==> config.mk <==
export PLATFORM = sky130hd
export DESIGN_NAME = mdma_40bx512_ram_fifo_ctrl_flat
export DESIGN_NICKNAME = d
export VERILOG_FILES = /design/src/rtl/mdma_40bx512_ram_fifo_ctrl_if.sv /design/src/rtl/mdma_40bx512_ram_fifo_ctrl.sv /design/src/flat_wrapper.sv
export SDC_FILE = /design/constraint.sdc
export NUM_CORES = 1
export LEC_CHECK = 0
export CAP_MARGIN = 20
export CORE_AREA = 8 8 166 105
export DETAILED_ROUTE_END_ITERATION = 8
export DIE_AREA = 0 0 174 113
export HOLD_SLACK_MARGIN = 0.02
export PLACE_DENSITY = 0.8
export REMOVE_ABC_BUFFERS = 1
export SETUP_SLACK_MARGIN = 0.5
export SKIP_CTS_REPAIR_TIMING = 1
export SLEW_MARGIN = 20
export SYNTH_ARGS = -nofsm -noshare
export SYNTH_HDL_FRONTEND = slang
export SYNTH_SLANG_ARGS = --single-unit
==> constraint.sdc <==
create_clock -name clk -period 7.5 [get_ports clk]
set_input_delay 1.5 -clock clk [delete_from_list [all_inputs] [get_ports clk]]
set_output_delay 1.5 -clock clk [all_outputs]
set_load 0.02 [all_outputs]
==> src/rtl/mdma_40bx512_ram_fifo_ctrl_if.sv <==
// mdma_40bx512_40bwe_ram_if: port bundle of the 40-bit x 512 ECC RAM (1-cycle read latency)
interface mdma_40bx512_40bwe_ram_if #(
    parameter int ADDR_W = 9,
    parameter int DATA_W = 40
);
    logic [ADDR_W-1:0] wadr;
    logic              wen;
    logic [DATA_W-1:0] wdat;
    logic              ren;
    logic [ADDR_W-1:0] radr;
    logic [DATA_W-1:0] rdat;
    logic              rsbe;
    logic              rdbe;
    modport m (output wadr, wen, wdat, ren, radr, input rdat, rsbe, rdbe);
    modport s (input wadr, wen, wdat, ren, radr, output rdat, rsbe, rdbe);
endinterface

==> src/rtl/mdma_40bx512_ram_fifo_ctrl.sv <==
// mdma_40bx512_ram_fifo_ctrl: FIFO controller over a 1-cycle-latency ECC RAM with a 2-entry prefetch buffer
module mdma_40bx512_ram_fifo_ctrl #(
    parameter int ADDR_W       = 9,
    parameter int DATA_W       = 40,
    parameter int AFULL_THRESH = 480,
    parameter int SBE_CNT_W    = 16
) (
    input  logic                 clk,
    input  logic                 rst,
    input  logic                 in_vld,
    output logic                 in_rdy,
    input  logic [DATA_W-1:0]    in_dat,
    output logic                 out_vld,
    input  logic                 out_rdy,
    output logic [DATA_W-1:0]    out_dat,
    output logic                 out_dbe,
    output logic                 afull,
    output logic [ADDR_W:0]      occupancy,
    output logic [SBE_CNT_W-1:0] sbe_cnt,
    output logic                 dbe_sticky,
    input  logic                 clr_err,
    mdma_40bx512_40bwe_ram_if.m  ram
);
    localparam int DEPTH = 1 << ADDR_W;
    logic [ADDR_W-1:0] wptr, rptr;
    logic [ADDR_W:0]   ram_cnt, ram_cnt_n, occ_n;
    logic [1:0]        buf_cnt, buf_cnt_n, buf_dbe;
    logic [2:0]        demand;
    logic [DATA_W-1:0] buf_dat [2];
    logic              inflight, hd, wr, rd, pop;
    // Handshakes, read-issue decision and next-state counts; rst forces every RAM strobe low
    always_comb begin
        in_rdy    = ~rst & (ram_cnt != (ADDR_W+1)'(DEPTH));
        wr        = in_vld & in_rdy;
        out_vld   = ~rst & (buf_cnt != 2'd0);
        pop       = out_vld & out_rdy;
        demand    = {1'b0, buf_cnt} + {2'b0, inflight} - {2'b0, pop};
        rd        = ~rst & (ram_cnt != '0) & (demand < 3'd2);
        out_dat   = out_vld ? buf_dat[hd] : '0;
        out_dbe   = out_vld & buf_dbe[hd];
        ram_cnt_n = ram_cnt + (ADDR_W+1)'(wr) - (ADDR_W+1)'(rd);
        buf_cnt_n = buf_cnt + 2'(inflight) - 2'(pop);
        occ_n     = ram_cnt_n + (ADDR_W+1)'(rd) + (ADDR_W+1)'(buf_cnt_n);
    end
    assign ram.wen  = wr;
    assign ram.wadr = rst ? '0 : wptr;
    assign ram.wdat = rst ? '0 : in_dat;
    assign ram.ren  = rd;
    assign ram.radr = rst ? '0 : rptr;
    // Pointers, counts and registered status; a read returning right after rst finds inflight=0 and is dropped
    always_ff @(posedge clk) begin
        if (rst) begin
            wptr      <= '0;
            rptr      <= '0;
            ram_cnt   <= '0;
            inflight  <= 1'b0;
            buf_cnt   <= '0;
            hd        <= 1'b0;
            occupancy <= '0;
            afull     <= 1'b0;
        end else begin
            if (wr) wptr <= wptr + ADDR_W'(1);
            if (rd) rptr <= rptr + ADDR_W'(1);
            if (pop) hd <= ~hd;
            ram_cnt   <= ram_cnt_n;
            inflight  <= rd;
            buf_cnt   <= buf_cnt_n;
            occupancy <= occ_n;
            afull     <= occ_n >= (ADDR_W+1)'(AFULL_THRESH);
        end
    end
    // Returning word goes behind the live entries; issue throttling guarantees a free slot
    always_ff @(posedge clk) begin
        if (!rst && inflight) begin
            buf_dat[hd ^ buf_cnt[0]] <= ram.rdat;
            buf_dbe[hd ^ buf_cnt[0]] <= ram.rdbe;
        end
    end
    // ECC event bookkeeping; clr_err beats a coincident event
    always_ff @(posedge clk) begin
        if (rst || clr_err) begin
            sbe_cnt    <= '0;
            dbe_sticky <= 1'b0;
        end else if (inflight) begin
            if (ram.rsbe && !(&sbe_cnt)) sbe_cnt <= sbe_cnt + SBE_CNT_W'(1);
            if (ram.rdbe) dbe_sticky <= 1'b1;
        end
    end
endmodule

==> src/flat_wrapper.sv <==
// flat-port wrapper written by rule: the top's interface ports become plain ports
module mdma_40bx512_ram_fifo_ctrl_flat 
#(
    parameter int ADDR_W       = 9,
    parameter int DATA_W       = 40,
    parameter int AFULL_THRESH = 480,
    parameter int SBE_CNT_W    = 16
)
  (clk, rst, in_vld, in_rdy, in_dat, out_vld, out_rdy, out_dat, out_dbe, afull, occupancy, sbe_cnt, dbe_sticky, clr_err, ram_wadr, ram_wen, ram_wdat, ram_ren, ram_radr, ram_rdat, ram_rsbe, ram_rdbe);
  mdma_40bx512_40bwe_ram_if #(.ADDR_W(ADDR_W), .DATA_W(DATA_W)) ram_i ();
  input  logic clk;
  input  logic rst;
  input  logic in_vld;
  output logic in_rdy;
  input  logic [DATA_W-1:0] in_dat;
  output logic out_vld;
  input  logic out_rdy;
  output logic [DATA_W-1:0] out_dat;
  output logic out_dbe;
  output logic afull;
  output logic [ADDR_W:0] occupancy;
  output logic [SBE_CNT_W-1:0] sbe_cnt;
  output logic dbe_sticky;
  input  logic clr_err;
  output wire logic [$bits(ram_i.wadr)-1:0] ram_wadr;
  output wire logic [$bits(ram_i.wen)-1:0] ram_wen;
  output wire logic [$bits(ram_i.wdat)-1:0] ram_wdat;
  output wire logic [$bits(ram_i.ren)-1:0] ram_ren;
  output wire logic [$bits(ram_i.radr)-1:0] ram_radr;
  input wire logic [$bits(ram_i.rdat)-1:0] ram_rdat;
  input wire logic [$bits(ram_i.rsbe)-1:0] ram_rsbe;
  input wire logic [$bits(ram_i.rdbe)-1:0] ram_rdbe;
  assign ram_wadr = ram_i.wadr;
  assign ram_wen = ram_i.wen;
  assign ram_wdat = ram_i.wdat;
  assign ram_ren = ram_i.ren;
  assign ram_radr = ram_i.radr;
  assign ram_i.rdat = ram_rdat;
  assign ram_i.rsbe = ram_rsbe;
  assign ram_i.rdbe = ram_rdbe;
  mdma_40bx512_ram_fifo_ctrl #(.ADDR_W(ADDR_W), .DATA_W(DATA_W), .AFULL_THRESH(AFULL_THRESH), .SBE_CNT_W(SBE_CNT_W)) u_core (.clk(clk), .rst(rst), .in_vld(in_vld), .in_rdy(in_rdy), .in_dat(in_dat), .out_vld(out_vld), .out_rdy(out_rdy), .out_dat(out_dat), .out_dbe(out_dbe), .afull(afull), .occupancy(occupancy), .sbe_cnt(sbe_cnt), .dbe_sticky(dbe_sticky), .clr_err(clr_err), .ram(ram_i));
endmodule
==> results of run 1 <==
synth_stat cells, types with 2 or more instances:
cell	number
o21ai_0	6
nand2_1	19
buf_1	6
nand4_1	7
nand2b_1	4
clkbuf_1	17
and3_1	7
xnor2_1	16
nor3_1	4
nor2b_1	65
edfxtp_1	82
or3_1	3
fa_1	4
a21oi_2	3
nor2_1	106
a31oi_1	2
o21bai_1	2
and2_1	5
inv_1	22
xor2_1	29
a21oi_1	10
a311o_1	2
o31ai_2	2
ha_1	21
dfxtp_1	61
or2_2	2
mux2i_1	44
nand3_1	13
how the worst max path moves through the flow:
| stage | slack (ps) | cells past startpoint | to | start |
|---|---|---|---|---|
| 3_5_place_dp | 670 | 22 | u_core.afull | rst |
| 2_1_floorplan | 830 | 21 | u_core.afull | rst |
| 6_report | 1080 | 13 | ram_ren | rst |
| 3_3_place_gp | 860 | 22 | u_core.afull | rst |
| 5_1_grt | 770 | 22 | u_core.afull | rst |
| 4_1_cts | 1010 | 13 | ram_ren | rst |
state kept, by name, summed over array words and instances (netlist names), named ones only:
signal             flops
u_core.dbe_sticky      1
u_core.occupancy      10
u_core.afull           1
u_core.buf_dbe         2
u_core.hd              1
u_core.ram_cnt        10
u_core.buf_cnt         2
u_core.rptr            9
u_core.sbe_cnt        16
u_core.wptr            9
u_core.inflight        1
u_core.buf_dat        80
worst reg2reg max path, delay by kind of cell, from the launching register on:
family,cells,cell delay [ps]
adders and majority gates,6,1610
DFF,1,350
AOI/OAI and AO/OA,5,1330
and+or+nand+nor,5,1360
buffers and inverters,4,270
xor gates and xnor gates,2,630
per-layer routing:
layer	wire length (um)	GRT usage, %	vias up
met3	950	4.157	12
li1	-	-	2420
met4	119	4.481	0
met1	7688	21.59	2354
met5	0	0	-
met2	8035	27.73	149
stage by stage:
step                      setup slack [ps]  util (%)  cells
after global routing                 773.3     64.09   1017
after floorplan                      826.0         -    560
after detailed placement             665.6     59.97    985
after CTS                             1010     64.09   1017
final                                 1085     64.09   1017
after global placement               856.7     59.70    983
where the power goes:
part           leakage [uW]  internal, uW  switching (uW)
Sequential          0.00125           971            49.7
Clock              0.000293           508             363
Combinational       0.00187           694             932
kinds of logic after synthesis:
logic type | count (synthesis) | share of synthesized area [%]
adder cells (fa/ha/maj) | 25 | 5.207
flip-flops | 143 | 55.95
AO/OA/AOI/OAI | 36 | 4.542
buffers and inverters | 48 | 2.869
multiplexers | 45 | 6.860
AND/OR/NAND/NOR | 242 | 18.34
XOR/XNOR | 46 | 6.233
cell type report:
class | count | area share [%]
clock buffer | 17 | 4.432
clock inverter | 15 | 2.007
inverter | 23 | 0.8994
multi-input combinational | 394 | 28.40
sequential | 143 | 38.39
tap | 203 | 2.646
timing repair buffer | 222 | 23.23
==> flow_metrics.tcl, run 1 <==
set metrics [dict create \
    synth.avg_cell_area_um2 11.25 \
    route.detailed.drc 0 \
    max_freq_ghz 0.1559 \
    total_power_uw 3517 \
    final_common_cell "clkdlybuf4s50_1" \
    worst-endpoint-required_ps 6000 \
    nets 913 \
    slew_headroom_pct 33.32 \
    whs_ps 493.0 \
    hold_end "u_core.dbe_sticky" \
    mappedNetlistArea_um2 6584 \
    p_per_area_nw_per_um2 366.4 \
    antenna_found_initial 0 \
    core_um2 14980 \
    yosys_warnings 0 \
    dr.pass1.iters 4 \
    seq_area_um2 3685 \
    synth_area_leaders "edfxtp_1 (37%), dfxtp_1 (19%), mux2i_1 (6.7%)" \
    worstPathCellList "buf_2, or2_2, inv_1, and2_1, ha_1, inv_1, ha_1, inv_1, fa_1, xor2_1, a2111oi_4, buf_4, clkdlybuf4s50_1" \
    ys.flop_type "edfxtp_1" \
    start_util_pct 43.96 \
    antennaDiodeCount 0 \
    cp_max_fo 42 \
    cts_buffers 17 \
    fin_skew_ps 9.896 \
    via_per_inst 4.853 \
    synth_top_area_share_pct 37.40 \
    die_w_um 174 \
    hpwlAfterDp_um 12250 \
    root_buffer "clkbuf_16" \
    fin_crit_sh_pct 85.54 \
    insertion_delay_ps 410 \
    whs_path_depth 2 \
    first_global_vias 5105 \
    worst_setup_path_start_kind "input pin" \
    num_io_pins 218 \
    drive_above_1_share_pct 7.125 \
    drv_cap 0 \
    crit_buf_inv 6 \
    stdcell_area_um2 9599 \
    hold_viol 0 \
    clkSlewWorstSetupHoldPaths_ps 60 \
    slowest_delay_ps 640 \
    cts_tree "yes" \
    synth_cells 585 \
    seq_area_frac_synth_pct 55.95 \
    r2r_setup_slack_ps 1850 \
    grt_max_degree 106 \
    place.gp.congestion 0.8529 \
    vias 4935 \
    drt_first_iter_violations 351 \
    finalCriticalPeriod_ps 6415 \
    leakagePower_uw 0.003412 \
    setup_violations 0 \
    mostFrequentLayoutCells "clkdlybuf4s50_1 (216), nor2_1 (105), edfxtp_1 (82)" \
    r2r_cells 22 \
    synth_edf_count 82 \
    synthArstFlopShare_pct 0 \
    grt_overflow_total 0 \
    cts_buffer_depth 2 \
    area_growth_pct 45.80 \
    final_max_slew_viol_count 0 \
    fillers 1150 \
    critPathMostFrequentCell "inv_1" \
    die_area_um2 19660 \
    clock_sinks 143 \
    multi_input_area_um2 2726 \
    numPortBuffers 217 \
    synth_cell_types 49 \
    yosys.area.top_type "edfxtp_1" \
    grt_first_pass_wirelength_um 26680 \
    grt_setup_unrepaired "no" \
    ant_nets 0 \
    holdCritStartpoint "u_core.dbe_sticky" \
    finalSetupTns_ps 0 \
    ctsHtreeMaxLevel 4 \
    num_rows 35 \
    end_kind "primary output" \
    status "completed" \
    r2r-end "u_core.afull" \
    yosys_register_bits 143 \
    routed_wl_um 16790 \
    crit_arrival_ps 4920 \
    grt_use_total_pct 16.74 \
    dieHeight_um 113 \
    worstSetupPathType "in2out" \
    critical-path-top-delay-family "buffers and inverters" \
    dpl_cell_area_um2 8981 \
    crit-reg2reg-launch "u_core.buf_cnt[1]" \
    ir_drop_mv 0.2077 \
    cp_slowest_cell "or2_2" \
    min_path_type "reg2reg" \
    worst_pin_slew_ps 1000 \
    wl_per_cell_um 16.51 \
]
No activity file was read; power rests on OpenSTA's default activity.
==> run 2, diff against run 1 <==
Settings changed: CAP_MARGIN 20 to default.
Clock period 7.5 ns to 6.5 ns, I/O delays scaled along.
==> run 2 against run 1 <==
Total power up 16%. Non-clock buffer count up 1. Wire length up 2.1%. Clock skew up 2.9 ps. Worst setup slack worse by 210 ps. Largest power group unchanged.
==> flow_metrics.tcl, run 2 (synthesis results as in run 1) <==
set metrics [dict create \
    status "completed" \
    place.gp.congestion 0.9071 \
    drive_above_1_share_pct 7.362 \
    num_io_pins 218 \
    worstPathCellList "buf_2, or2_2, inv_1, and2_1, ha_1, inv_1, ha_1, inv_1, fa_1, xor2_1, a2111oi_4, ha_1, inv_1, ha_1, fa_1, ha_1, a21oi_1, a21oi_1, a211o_2, and3_1, o32ai_2" \
    route.detailed.drc 0 \
    hpwlAfterDp_um 12500 \
    antennaDiodeCount 0 \
    nets 914 \
    ir_drop_mv 0.2416 \
    drv_cap 0 \
    fin_crit_sh_pct 86.49 \
    critPathMostFrequentCell "ha_1" \
    antenna_found_initial 0 \
    grt_setup_unrepaired "no" \
    dieHeight_um 113 \
    routed_wl_um 17150 \
    grt_overflow_total 0 \
    ant_nets 0 \
    first_global_vias 5156 \
    fin_skew_ps 12.79 \
    grt_first_pass_wirelength_um 26980 \
    p_per_area_nw_per_um2 425.9 \
    min_path_type "reg2reg" \
    num_rows 35 \
    cp_slowest_cell "fa_1" \
    vias 4997 \
    cts_buffer_depth 2 \
    final_common_cell "clkdlybuf4s50_1" \
    mostFrequentLayoutCells "clkdlybuf4s50_1 (216), nor2_1 (105), edfxtp_1 (82)" \
    crit_arrival_ps 5940 \
    max_freq_ghz 0.1779 \
    hold_viol 0 \
    final_max_slew_viol_count 0 \
    area_growth_pct 45.95 \
    slew_headroom_pct 32.99 \
    total_power_uw 4093 \
    drt_first_iter_violations 335 \
    die_area_um2 19660 \
    cp_max_fo 3 \
    clock_sinks 143 \
    cts_tree "yes" \
    cts_buffers 17 \
    ctsHtreeMaxLevel 4 \
    die_w_um 174 \
    via_per_inst 4.909 \
    insertion_delay_ps 410 \
    slowest_delay_ps 470 \
    root_buffer "clkbuf_16" \
    core_um2 14980 \
    finalSetupTns_ps 0 \
    worst_setup_path_start_kind "input pin" \
    dr.pass1.iters 5 \
    wl_per_cell_um 16.84 \
    grt_max_degree 106 \
    worst-endpoint-required_ps 6820 \
    worst_pin_slew_ps 1005 \
    setup_violations 0 \
    worstSetupPathType "in2reg" \
    numPortBuffers 217 \
    largest_reg_flops 80 \
    grt_use_total_pct 16.92 \
    clkSlewWorstSetupHoldPaths_ps 60 \
    leakagePower_uw 0.003428 \
    start_util_pct 43.96 \
    finalCriticalPeriod_ps 5622 \
    end_kind "register" \
]
run 2: stage by stage:
stage	instances	hold slack, ps	instance area [um2]	setup slack (ps)	util (%)
2_1_floorplan	560	447.6	6481	25.99	-
3_3_place_gp	984	455.3	8949	551.5	59.75
3_5_place_dp	986	473.0	8989	399.3	60.02
4_1_cts	1018	498.3	9602	809.3	64.11
5_1_grt	1018	529.9	9609	596.2	64.16
6_report	1018	496.4	9609	878.2	64.16
run 2: critical path: cells and delay by family:
kind / cells / cell delay [ps]
simple gates: 3 / 660
compound gates: 5 / 1480
xor+xnor: 1 / 190
fa+ha+maj: 7 / 1970
buf+inv: 5 / 330
run 2: layout make-up:
cell class,count,area [um2]
Clock buffer,17,425.4
Clock inverter,15,187.7
Fill cell,1158,5368
Inverter,23,86.33
Multi-Input combinational cell,394,2734
Sequential cell,143,3685
Tap cell,203,254.0
Timing Repair Buffer,223,2237
run 2: worst paths after layout:
check / cells after the start / endpoint / slack (ps) / start
hold reg to reg: 2 / u_core.wptr[8] / 500 / u_core.wptr[8]
hold / removal: 2 / u_core.wptr[8] / 500 / u_core.wptr[8]
setup reg to reg: 21 / u_core.afull / 1460 / u_core.buf_cnt[1]
setup / recovery: 21 / u_core.afull / 880 / rst
run 2: report_power, final:
| part | internal, uW | leakage (uW) | total (uW) | switching (uW) |
|---|---|---|---|---|
| clock network | 585 | 0.000298 | 999 | 414 |
| registers | 1120 | 0.00125 | 1180 | 59.6 |
| logic | 814 | 0.00188 | 1910 | 1100 |
| total | 2520 | 0.00343 | 4090 | 1570 |
run 2: layer usage:
| metal | GRT usage [%] | share of wire [%] | vias to the layer above |
|---|---|---|---|
| met5 | 0 | 0 | - |
| met4 | 3.914 | 0.55 | 0 |
| met3 | 4.756 | 6.6 | 8 |
| met2 | 28.30 | 48 | 170 |
| met1 | 21.47 | 44 | 2396 |
| li1 | - | - | 2423 |
